[config.mk]
export PLATFORM = sky130hd
export DESIGN_NAME = carpma_denetleyici
export DESIGN_NICKNAME = d
export VERILOG_FILES = /design/src/rtl/carpma_denetleyici.sv
export SDC_FILE = /design/constraint.sdc
export NUM_CORES = 1
export LEC_CHECK = 0
export CAP_MARGIN = 10
export CORE_ASPECT_RATIO = 0.5
export CORE_MARGIN = 2
export CORE_UTILIZATION = 35
export CTS_CLUSTER_DIAMETER = 60
export DETAILED_ROUTE_END_ITERATION = 6
export GPL_ROUTABILITY_DRIVEN = 0
export PLACE_DENSITY_LB_ADDON = 0.08
export SLEW_MARGIN = 20
export SYNTH_ARGS = -nofsm -noshare
export SYNTH_HDL_FRONTEND = slang
export SYNTH_SLANG_ARGS = --single-unit
[constraint.sdc]
create_clock -name clk_i -period 8.5 [get_ports clk_i]
set_input_delay 1.7 -clock clk_i [delete_from_list [all_inputs] [get_ports clk_i]]
set_output_delay 1.7 -clock clk_i [all_outputs]
set_load 0.01 [all_outputs]
[src/rtl/carpma_denetleyici.sv]
// Issue/retire controller for the 3-stage pipelined multiplier: credit-gated issue,
// tag/half sideband pipe aligned to the multiplier latency, and an in-order result FIFO.
module carpma_denetleyici #(
  parameter int VERI_BIT      = 32,
  parameter int GECIKME       = 3,
  parameter int FIFO_DERINLIK = 5,
  parameter int ETIKET_BIT    = 5
) (
  input  logic                  clk_i,
  input  logic                  rst_i,
  input  logic                  istek_gecerli_i,
  output logic                  istek_hazir_o,
  input  logic [1:0]            istek_islem_i,
  input  logic [VERI_BIT-1:0]   istek_islec0_i,
  input  logic [VERI_BIT-1:0]   istek_islec1_i,
  input  logic [ETIKET_BIT-1:0] istek_etiket_i,
  input  logic                  iptal_i,
  output logic                  sonuc_gecerli_o,
  input  logic                  sonuc_hazir_i,
  output logic [VERI_BIT-1:0]   sonuc_o,
  output logic [ETIKET_BIT-1:0] sonuc_etiket_o,
  output logic [VERI_BIT-1:0]   carpici_islec0_o,
  output logic                  carpici_islec0_isaretli_o,
  output logic [VERI_BIT-1:0]   carpici_islec1_o,
  output logic                  carpici_islec1_isaretli_o,
  output logic                  carpici_gecerli_o,
  input  logic [2*VERI_BIT-1:0] carpici_carpim_i,
  input  logic                  carpici_gecerli_i,
  output logic                  mesgul_o,
  output logic                  hata_o
);

  typedef enum logic [1:0] {
    ISLEM_MUL    = 2'b00,
    ISLEM_MULH   = 2'b01,
    ISLEM_MULHSU = 2'b10,
    ISLEM_MULHU  = 2'b11
  } islem_t;

  typedef struct packed {
    logic                  gecerli;
    logic                  ust_yari;
    logic [ETIKET_BIT-1:0] etiket;
  } yan_t;

  typedef struct packed {
    logic [VERI_BIT-1:0]   sonuc;
    logic [ETIKET_BIT-1:0] etiket;
  } kayit_t;

  localparam int PW = (FIFO_DERINLIK > 1) ? $clog2(FIFO_DERINLIK) : 1;
  localparam int SW = $clog2(FIFO_DERINLIK + 1);
  localparam int UW = $clog2(GECIKME + 1);
  localparam int KW = $clog2(FIFO_DERINLIK + GECIKME + 1);

  islem_t          islem;
  logic            kabul;
  yan_t            yeni_yan;
  yan_t            yan_q [GECIKME];
  yan_t            son_yan;
  logic [UW-1:0]   ucusta;
  logic [KW-1:0]   kredit;

  kayit_t          bellek_q [FIFO_DERINLIK];
  kayit_t          yeni_kayit;
  logic [PW-1:0]   yaz_ptr_q;
  logic [PW-1:0]   oku_ptr_q;
  logic [SW-1:0]   sayac_q;
  logic            it;
  logic            cek;
  logic            hata_q;

  function automatic logic [PW-1:0] sonraki(input logic [PW-1:0] p);
    return (p == PW'(FIFO_DERINLIK - 1)) ? '0 : p + PW'(1);
  endfunction

  assign islem = islem_t'(istek_islem_i);

  // Pops are deliberately not credited so ready has no path from sonuc_hazir_i.
  assign kredit        = KW'(sayac_q) + KW'(ucusta);
  assign istek_hazir_o = !rst_i && !iptal_i && (kredit < KW'(FIFO_DERINLIK));
  assign kabul         = istek_gecerli_i && istek_hazir_o;

  assign carpici_gecerli_o         = kabul;
  assign carpici_islec0_o          = istek_islec0_i;
  assign carpici_islec1_o          = istek_islec1_i;
  assign carpici_islec0_isaretli_o = (islem == ISLEM_MULH) || (islem == ISLEM_MULHSU);
  assign carpici_islec1_isaretli_o = (islem == ISLEM_MULH);

  // NOTE: every signal written in always_comb gets a default first so no latch is inferred.
  always_comb begin
    yeni_yan          = '0;
    yeni_yan.gecerli  = kabul;
    yeni_yan.ust_yari = (islem != ISLEM_MUL);
    yeni_yan.etiket   = istek_etiket_i;
    ucusta            = '0;
    for (int i = 0; i < GECIKME; i++) begin
      ucusta = ucusta + UW'(yan_q[i].gecerli);
    end
  end

  // NOTE: state registers use non-blocking assignments so all stages update from pre-edge values.
  always_ff @(posedge clk_i) begin
    if (rst_i) begin
      for (int i = 0; i < GECIKME; i++) yan_q[i] <= '0;
    end else begin
      yan_q[0] <= yeni_yan;
      for (int i = 1; i < GECIKME; i++) yan_q[i] <= yan_q[i-1];
      if (iptal_i) begin
        for (int i = 0; i < GECIKME; i++) yan_q[i].gecerli <= 1'b0;
      end
    end
  end

  // The last sideband stage lines up with the product of the op it describes.
  assign son_yan           = yan_q[GECIKME-1];
  assign yeni_kayit.sonuc  = son_yan.ust_yari ? carpici_carpim_i[2*VERI_BIT-1:VERI_BIT]
                                              : carpici_carpim_i[VERI_BIT-1:0];
  assign yeni_kayit.etiket = son_yan.etiket;
  assign it                = son_yan.gecerli && !iptal_i && !rst_i;

  assign sonuc_gecerli_o = !rst_i && (sayac_q != '0);
  assign cek             = sonuc_gecerli_o && sonuc_hazir_i;
  assign sonuc_o         = bellek_q[oku_ptr_q].sonuc;
  assign sonuc_etiket_o  = bellek_q[oku_ptr_q].etiket;

  // NOTE: the storage array has no reset; only pointers and count qualify its contents.
  always_ff @(posedge clk_i) begin
    if (it) bellek_q[yaz_ptr_q] <= yeni_kayit;
  end

  always_ff @(posedge clk_i) begin
    if (rst_i || iptal_i) begin
      yaz_ptr_q <= '0;
      oku_ptr_q <= '0;
      sayac_q   <= '0;
    end else begin
      if (it)  yaz_ptr_q <= sonraki(yaz_ptr_q);
      if (cek) oku_ptr_q <= sonraki(oku_ptr_q);
      case ({it, cek})
        2'b10:   sayac_q <= sayac_q + SW'(1);
        2'b01:   sayac_q <= sayac_q - SW'(1);
        default: sayac_q <= sayac_q;
      endcase
    end
  end

  // Missing multiplier valid is only diagnosed; data is taken on sideband timing alone.
  always_ff @(posedge clk_i) begin
    if (rst_i) begin
      hata_q <= 1'b0;
    end else if (son_yan.gecerli && !carpici_gecerli_i) begin
      hata_q <= 1'b1;
    end
  end

  assign hata_o   = hata_q;
  assign mesgul_o = !rst_i && ((sayac_q != '0) || (ucusta != '0));

endmodule

# Word level (Yosys, flattened, before mapping)

Memory sizes are Yosys's and may differ from the RTL's. A register that Yosys moved wholly into a read port is not among the register bits.
Cells that the tools add are included.

Memory bits (writable): 206
Memories kept: 2
Bits of input ports: 141
Logic and storage cells: 65
Register bits: 10

Equality and inequality tests: 6
Multiplexer cells: 20
Bitwise logic cells: 6
Magnitude comparators: 1
Add/subtract/negate cells: 7
Reduce and logical (&&, ||, !) cells: 19

Memories:

| memory   | depth | bits a word | read ports | clocked after Yosys merged registers in | write ports | RTL line | RTL |
|---|---|---|---|---|---|---|---|
| bellek_q | 5     | 37          | 1          | 1                                       | 1           | 64       | `kayit_t bellek_q [FIFO_DERINLIK];` |
| yan_q    | 3     | 7           | 3          | 0                                       | 3           | 59       | `yan_t yan_q [GECIKME];` |

Operators with widths:

| operator              | count |
|---|---|
| $mux W32              | 1 |
| $mux W7               | 3 |
| $mux W3               | 4 |
| $mux W1               | 11 |
| $add A3 B1 Y3 const B | 3 |
| $logic_and A1 B1 Y1   | 9 |
| $eq A3 B3 Y1 const B  | 2 |
| $or A1 B1 Y1          | 6 |
| $pmux W3 S2           | 1 |
| $reduce_bool A2 Y1    | 3 |
| $add A3 B2 Y4         | 1 |
| $eq A2 B1 Y1 const B  | 2 |
| $eq A2 B2 Y1 const B  | 2 |
| $lt A4 B3 Y1 const B  | 1 |
| $logic_not A1 Y1      | 3 |
| $logic_or A1 B1 Y1    | 3 |
| $reduce_bool A3 Y1    | 1 |
| $sub A3 B1 Y3 const B | 1 |
| $add A1 B1 Y2         | 1 |
| $add A2 B1 Y2         | 1 |

# Depth between registers and ports, before layout

Gate-level depths: netlist (run 1).
An unclocked memory read counts as a cell.

Depth in word-level cells: 9
Mapped depth: 8
Gate-level depth less buffers: 8

# Worst setup path before layout (run 1)

Ideal clock, no wire load.

Kind: input to register
Start point: in rst_i
End point: mem bellek_q[4][0] (netlist bit) (enable)
Stages: 3
Data arrival time: 5.868 ns
Slack: 2.095 ns
Required time: 7.963 ns
Cell sequence: nor2_1 > nand2_1 > nor4b_1

Longest elaborated chain between the ends: 4

Ends and longest elaborated chain:

| element                       | RTL line | RTL |
|---|---|---|
| start, declared               | 10       | `input logic rst_i,` |
| $logic_not A1 Y1              | 120      | `assign it = son_yan.gecerli && !iptal_i && !rst_i;` |
| $logic_and A1 B1 Y1           | 120      |  |
| $mux W1                       | 129      | `if (it) bellek_q[yaz_ptr_q] <= yeni_kayit;` |
| $mux W1 (implied by the code) | 129      |  |
| end, declared                 | 64       |  |

No other way between the ends.

# Worst setup path after layout (run 1)

Start point: in rst_i
End point: out carpici_gecerli_o

Longest elaborated chain between the ends: 4

Ends and longest elaborated chain:

| element                           | RTL line | RTL |
|---|---|---|
| $logic_not A1 Y1                  | 81       | `assign istek_hazir_o = !rst_i && !iptal_i && (kredit < KW'(FIFO_DERINLIK));` |
| $logic_and A1 B1 Y1 (2 in series) | 81       |  |
| $logic_and A1 B1 Y1               | 82       | `assign kabul = istek_gecerli_i && istek_hazir_o;` |
| end, declared                     | 26       | `output logic carpici_gecerli_o,` |

No other way between the ends.

==> impl_results.md, run 1 <==
* Status: completed
* Post-cts sizing count at 0
* Place WS at 3.09 ns
* Ys Warns at 0
* Worst setup margin at 3.10 ns
* Critical path data required time at 6.80 ns
* HPWL after DPL at 11.9 mm
* Hold_buf cts at 0
* P&R area growth vs syn at 18.8%
* R2R Path End: yan_q[0][6]$_SDFF_PP0_
* Area occupied by multi-input gates at 0.00228 sq mm
* Clock buffers created by TritonCTS at 20
* Area fraction of the dominant cell type after synthesis at 0.606
* First-pass GRT wire length at 28.3 mm
* Reg area at 0.00624 sq mm
* Final instance area at 0.0109 sq mm
* Mapped Area at 0.00916 sq mm
* CP delay by family, top: buffers and inverters
* Top cells by area, synth: edfxtp_1 61%, mux2_2 8.5%, dfxtp_1 7.4%
* Vias at approximately 4,400
* Syn_area_per_cell at 18.0 sq um
* Post-synth EDFFs at 185
* Post-synth cell types at 36
* Mapped Cells at 510
* Final min period at 5.40 ns
* Syn nets at about 660
* 1st-iter DRT viols at around 200
* Number of port buffers at 120
* Die Span X at between 200 and 250 microns
* DP Area at 0.0103 sq mm
* Critical Path End: carpici_gecerli_o
* Startpoint Class: primary input
* Final Skew at 0.00584 ns
* CP max stage cell: clkdlybuf4s50_1
* Seq/Total Area, Yosys at 0.681
* Fillcell total at 2,278
* WP buf/inv at 3
* Largest net degree at the start of global routing at 38
* Core box area at 0.0254 sq mm
* Number of synthesized register bits at roughly 220
* H-tree lvl count at 1
* Worst EP arrival at about 3.7 ns
* Hold Path Cell Cnt at 1
* R2R depth at 7
* Routed len/inst at 20.3 microns
* Tot GR Track Use at 0.138
* Share of cells above drive strength 1 at 0.249
* Setup Fix Bufs, Post-CTS at 0
* Most used DFF post-synth: edfxtp_1
* Nets at 731
* Longest Clk Path Bufs at 3
* Initial antenna violation count at 0
* Hold crit path type: reg2reg
* Worst path depth at 6
* Final hold viol count at 0
* Reg2reg setup slack at 6.17 ns
* FFs w/ async S/R, synth at 0
* Crit share post-route at 0.635
* CTS tree: yes
* Max-cap violation count at 0
* Crit path launch: rst_i
* Setup TNS at 0 ns
* Full die area at 0.0276 sq mm
* Leading area contributor after synthesis: edfxtp_1
* Critical-path cell list: clkdlybuf4s50_1 > buf_4 > or2_2 > a221oi_2 > and2_1 > clkdlybuf4s50_1
* Vias in the first global route at 4,640
* Final setup vio count at 0
* CTS sink cnt at 219
* Worst Setup End Kind: output pin
* Clk_lat worst skew at 0.49 ns
* Peak VDD IR at 0.144 mV
* Placed Instances at 900
* Worst slew margin at 0.391
* Crit path top cell by count: clkdlybuf4s50_1
* Leakage at 3.52 nW
* Avg Vias per Cell at around 4.7
* Total power per unit cell area at 192 mW/mm^2
* GRT overflow at 0
* Routed Wire Length at 19.0 mm
* Pre-Repair DR Iteration Count at 4
* Initial core utilization at 0.360
* FF-to-FF Start: yan_q[0][20]$_SDFF_PP0_
* Post-route non-filler standard cell count at 935
* Post-route ant nets at 0
* Clk slew on worst S/H paths at 0.06 ns
* Core Rows at 41
* Diode count at 0
* RSZ-0062 raised after global routing: false
* Crit-path max FO at 26
* Largest stage delay, worst path at ~0.53 ns
* DRC Markers at 0
* Root Driver: clkbuf_16
* Slew Viols, Final at 0
* Ports at 249
* CP Class: in2out
* Peak Freq at 0.185 GHz
* Worst-Margin Slew at 0.914 ns
* Final Total Pwr at roughly 2.1 mW
* Die height at between 100 and 150 microns
cell families (layout without fill, tap and decap cells):
logic type | Yosys count | count (layout) | synth area share
DFF | 219 | 219 | 0.681
muxes | 106 | 106 | 0.179
buffers and inverters | 96 | 177 | 0.0728
and+or+nand+nor | 57 | 57 | 0.0350
AOI/OAI and AO/OA | 17 | 17 | 0.0112
adders and majority gates | 12 | 12 | 0.0188
xor gates and xnor gates | 3 | 3 | 0.00287
area by class of cell:
cell class	instances	share of cell area
clock buffer	27	0.0531
clock inverter	8	0.00310
inverter	12	0.00414
multi-input combinational	195	0.210
sequential	219	0.573
tap	344	0.0395
timing repair buffer	130	0.117
worst register-to-register path: cells and delay by family, from the launching register on:
family	cells	cell delay, ns
AO/OA/AOI/OAI	1	0.29
adder cells (fa/ha/maj)	3	1.16
AND/OR/NAND/NOR	1	0.17
XOR/XNOR	1	0.15
buffers and inverters	1	0.05
flip-flops	1	0.46
worst min path at each step:
stage,start,to,slack (ns)
6_report,yan_q[0][10]$_SDFF_PP0_,yan_q[0][17]$_SDFF_PP0_,0.43
3_3_place_gp,yan_q[0][2]$_SDFF_PP0_,yan_q[0][9]$_SDFF_PP0_,0.42
4_1_cts,yan_q[0][10]$_SDFF_PP0_,yan_q[0][17]$_SDFF_PP0_,0.44
2_1_floorplan,yan_q[0][3]$_SDFF_PP0_,yan_q[0][10]$_SDFF_PP0_,0.41
5_1_grt,yan_q[0][10]$_SDFF_PP0_,yan_q[0][17]$_SDFF_PP0_,0.46
3_5_place_dp,yan_q[0][10]$_SDFF_PP0_,yan_q[0][17]$_SDFF_PP0_,0.42
cells in the mapped netlist, types with 2 or more instances:
library cell    n
and2_1          4
nand3_1         4
fa_1            3
o21ai_0         3
nor2_1         12
clkbuf_1        5
buf_1           3
nand2b_1        4
o31ai_1         2
buf_2           6
dfxtp_1        34
clkbuf_2        2
nor2b_1        18
nor3_1          2
xor2_1          2
mux2_2         69
nand2_1         4
mux4_1          7
or3_1           2
inv_1          12
buf_12          3
edfxtp_1      185
buf_4          64
mux4_2         30
and4_1          2
a21oi_1        10
ha_1            9
sequential cells by signal, indices dropped and copies added, names as in the netlist, named ones only:
register,cells
yan_q,21
hata_o,1
yaz_ptr_q,3
oku_ptr_q,3
sayac_q,3
bellek_q,185
stage by stage:
stage | hold slack [ns] | utilization
after CTS | 0.435 | 0.428
after floorplan | 0.414 | -
after global routing | 0.458 | 0.428
after global placement | 0.417 | 0.404
final | 0.432 | 0.428
after detailed placement | 0.420 | 0.404
routing by layer:
metal  vias up  track usage  share of wire
met5         -       0.0110         0.0019
met4         2       0.0458          0.026
met2       111        0.224           0.48
met3        60       0.0393          0.057
li1       2019            -              -
met1      2218        0.176           0.44
cell usage in the layout, fill, tap and decap left out, types with 4 or more instances in the layout:
cell type | netlist | layout
inv_1 | 12 | 12
nand2_1 | 4 | 4
nor2_1 | 12 | 10
dfxtp_1 | 34 | 30
edfxtp_1 | 185 | 185
nand2b_1 | 4 | 4
nand3_1 | 4 | 4
clkbuf_16 | 0 | 21
and2_1 | 4 | 4
clkinv_1 | 0 | 5
mux2_2 | 69 | 69
nor2b_1 | 18 | 18
clkdlybuf4s50_1 | 0 | 120
mux4_1 | 7 | 7
mux4_2 | 30 | 30
dfxtp_2 | 0 | 4
a21oi_1 | 10 | 10
ha_1 | 9 | 9
buf_4 | 64 | 10
power breakdown:
group          switching, mW  internal [mW]
clock network          0.367          0.475
registers            0.00404           1.17
logic                 0.0272         0.0467
total                  0.398           1.69
(Power assumes the default switching activity.)
==> run 2, diff against run 1 <==
clock period = 4.78 ns   (was 8.5 ns; I/O delays follow)
==> run 2 against run 1 <==
  * Clock power grew 88%
  * Setup slack worse by 2.5 ns
  * Via count increased by 1.2%
  * Critical endpoint unchanged
==> impl_results.md, run 2 (synthesis results as in run 1) <==
* Setup Fix Bufs, Post-CTS at 0 (unchanged)
* Switching Share at 0.193 (was 0.191)
* 1st-iter DRT viols at 247 (was 206)
* Startpoint Class: flip-flop (was primary input)
* Worst Setup End Kind: output pin (unchanged)
* Max-cap violation count at 0 (unchanged)
* Commonest non-fill, non-tap cells in the layout: 185 x edfxtp_1, 120 x clkdlybuf4s50_1, 69 x mux2_2 (unchanged)
* Post-cts sizing count at 0 (unchanged)
* Initial core utilization at 0.360 (unchanged)
* Share of cells above drive strength 1 at 0.255 (was 0.249)
* Diode count at 0 (unchanged)
* Routed Wire Length at 18.6 mm (was 19.0 mm)
* Post-route non-filler standard cell count at 936 (was 935)
* Number of port buffers at 120 (unchanged)
* Final Core Density at 0.430 (was 0.428)
* Critical-path cell list: fa_1 > ha_1 > inv_1 > fa_1 > nand2b_1 > a221oi_2 > and2_1 > clkdlybuf4s50_1 (was clkdlybuf4s50_1 > buf_4 > or2_2 > a221oi_2 > and2_1 > clkdlybuf4s50_1)
* Comb power frac at 0.034 (was 0.035)
* Nets at 733 (was 731)
* Vias in the first global route at 4,736 (was 4,640)
* Worst EP arrival at 3.27 ns (was 3.70 ns)
* Clk slew on worst S/H paths at 0.06 ns (about the same)
* DR top layer: met4 (was met5)
* Hold crit path type: reg2reg (unchanged)
* Largest net degree at the start of global routing at 38 (unchanged)
* Sw Pwr at 0.732 mW (was 0.398 mW)
* Pre-Repair DR Iteration Count at 6 (was 4)
* Root Driver: clkbuf_16 (unchanged)
* Fillcell total at 2,296 (was 2,278)
* Slew Viols, Final at 0 (unchanged)
* Core box area at 0.0254 sq mm (unchanged)
* Ports at 249 (unchanged)
* Pint at 3.06 mW (was 1.69 mW)
* Placed Instances at 901 (was 900)
* Full die area at 0.0276 sq mm (unchanged)
* Tot GR Track Use at 0.137 (was 0.138)
* Max reg flops at 185 (unchanged)
* Routed len/inst at 19.9 microns (was 20.3 microns)
* Critical path data required time at 3.82 ns (was 6.80 ns)
* Crit path top cell by count: fa_1 (was clkdlybuf4s50_1)
* Clk pwr share at 0.416 (was 0.403)
* Largest stage delay, worst path at 0.62 ns (was 0.53 ns)
* Largest registers: bellek_q (185), yan_q (21) (unchanged)
* DRC Markers at 0 (unchanged)
* Avg Vias per Cell at 4.77 (was 4.72)
* RSZ-0062 raised after global routing: false (unchanged)
* Core Rows at 41 (unchanged)
* Clk_lat worst skew at 0.49 ns (about the same)
* First-pass GRT wire length at 28.5 mm (was 28.3 mm)
* Status: completed (unchanged)
* Peak Freq at 0.237 GHz
* WP buf/inv at 2 (was 3)
* Met2 wire length at 9.10 mm (was 9.09 mm)
* Hold_buf cts at 0 (unchanged)
* Die Span X at 233 microns (unchanged)
* H-tree lvl count at 1 (unchanged)
* Final hold viol count at 0 (unchanged)
* CP delay by family, top: adder cells (was buffers and inverters)
* CP max stage cell: fa_1 (was clkdlybuf4s50_1)
* CTS tree: yes (unchanged)
* GRT overflow at 0 (unchanged)
* Peak VDD IR at 0.193 mV (was 0.144 mV)
* Setup TNS at 0 ns (unchanged)
* Most common cell after layout, fill and taps aside: edfxtp_1 (unchanged)
* Post-route ant nets at 0 (unchanged)
* Crit share post-route at 0.885
* P&R area growth vs syn at 19.4% (was 18.8%)
* Total power per unit cell area at 347 mW/mm^2 (was 192 mW/mm^2)
* Final min period at 4.23 ns
* Final Skew at 0.00919 ns (was 0.00584 ns)
* Top reg by flops: bellek_q (unchanged)
* Leakage at 3.54 nW (was 3.52 nW)
* CTS sink cnt at 219 (unchanged)
* Worst-Margin Slew at 0.899 ns (was 0.914 ns)
* Longest Clk Path Bufs at 3 (unchanged)
* HPWL after DPL at 11.5 mm (was 11.9 mm)
* Sequential share of power at 0.550 (was 0.562)
* Met1 wire length at 7.87 mm (was 8.30 mm)
* CP Class: reg2out (was in2out)
* Worst slew margin at 0.401 (was 0.391)
* Die height at 118 microns (unchanged)
* Clock buffers created by TritonCTS at 21 (was 20)
* Crit-path max FO at 13 (was 26)
* Routed wl met3 at 1.04 mm (was 1.09 mm)
* Vias at 4,464 (was 4,410)
* Final Total Pwr at 3.79 mW (was 2.09 mW)
* Final setup vio count at 0 (unchanged)
* Initial antenna violation count at 0 (unchanged)
## run 2: cell count changes in the layout (fill, tap and decap cells not counted), sizes merged
cell,previous run,this run
buf,10,11
clkbuf,27,28
bufinv,0,1
clkinv,8,6
## run 2: metal layers
layer	vias up	global-route usage
met4	0	0.0454
met5	-	0
met3	54	0.0362
met2	116	0.225
li1	2021	-
met1	2273	0.175
## run 2: per-stage QoR
step | instance area, sq um | setup slack [ns] | hold WS [ns]
final | 10900 | 0.552 | 0.434
after CTS | 10900 | 0.522 | 0.437
after floorplan | 9170 | 0.957 | 0.414
after detailed placement | 10300 | 1.00 | 0.422
after global routing | 10900 | 0.326 | 0.451
after global placement | 10300 | 1.01 | 0.422
## run 2: final timing paths
check	startpoint	to	slack (ns)	cells after the start
setup / recovery	yan_q[0][20]$_SDFF_PP0_	carpici_gecerli_o	0.55	8
hold / removal	yan_q[0][5]$_SDFF_PP0_	yan_q[0][12]$_SDFF_PP0_	0.43	1
setup reg to reg	yan_q[0][20]$_SDFF_PP0_	yan_q[0][6]$_SDFF_PP0_	2.48	7
hold reg to reg	yan_q[0][5]$_SDFF_PP0_	yan_q[0][12]$_SDFF_PP0_	0.43	1
## run 2: power by group through the flow
stage               Clock, mW  Sequential [mW]  Combinational [mW]
global route             1.70             2.09               0.142
finish                   1.58             2.09               0.130
CTS                      1.63             2.09               0.132
floorplan                   0             2.12               0.106
global placement            0             2.13               0.130
detailed placement          0             2.13               0.132
## run 2: layout make-up
cell class	count	area, sq um	share of cell area
sequential	219	6240	0.570
multi-input combinational	195	2290	0.209
timing repair buffer	131	1300	0.118
clock buffer	28	576	0.0526
tap	344	430	0.0393
clock inverter	7	62.6	0.00572
inverter	12	45.0	0.00412
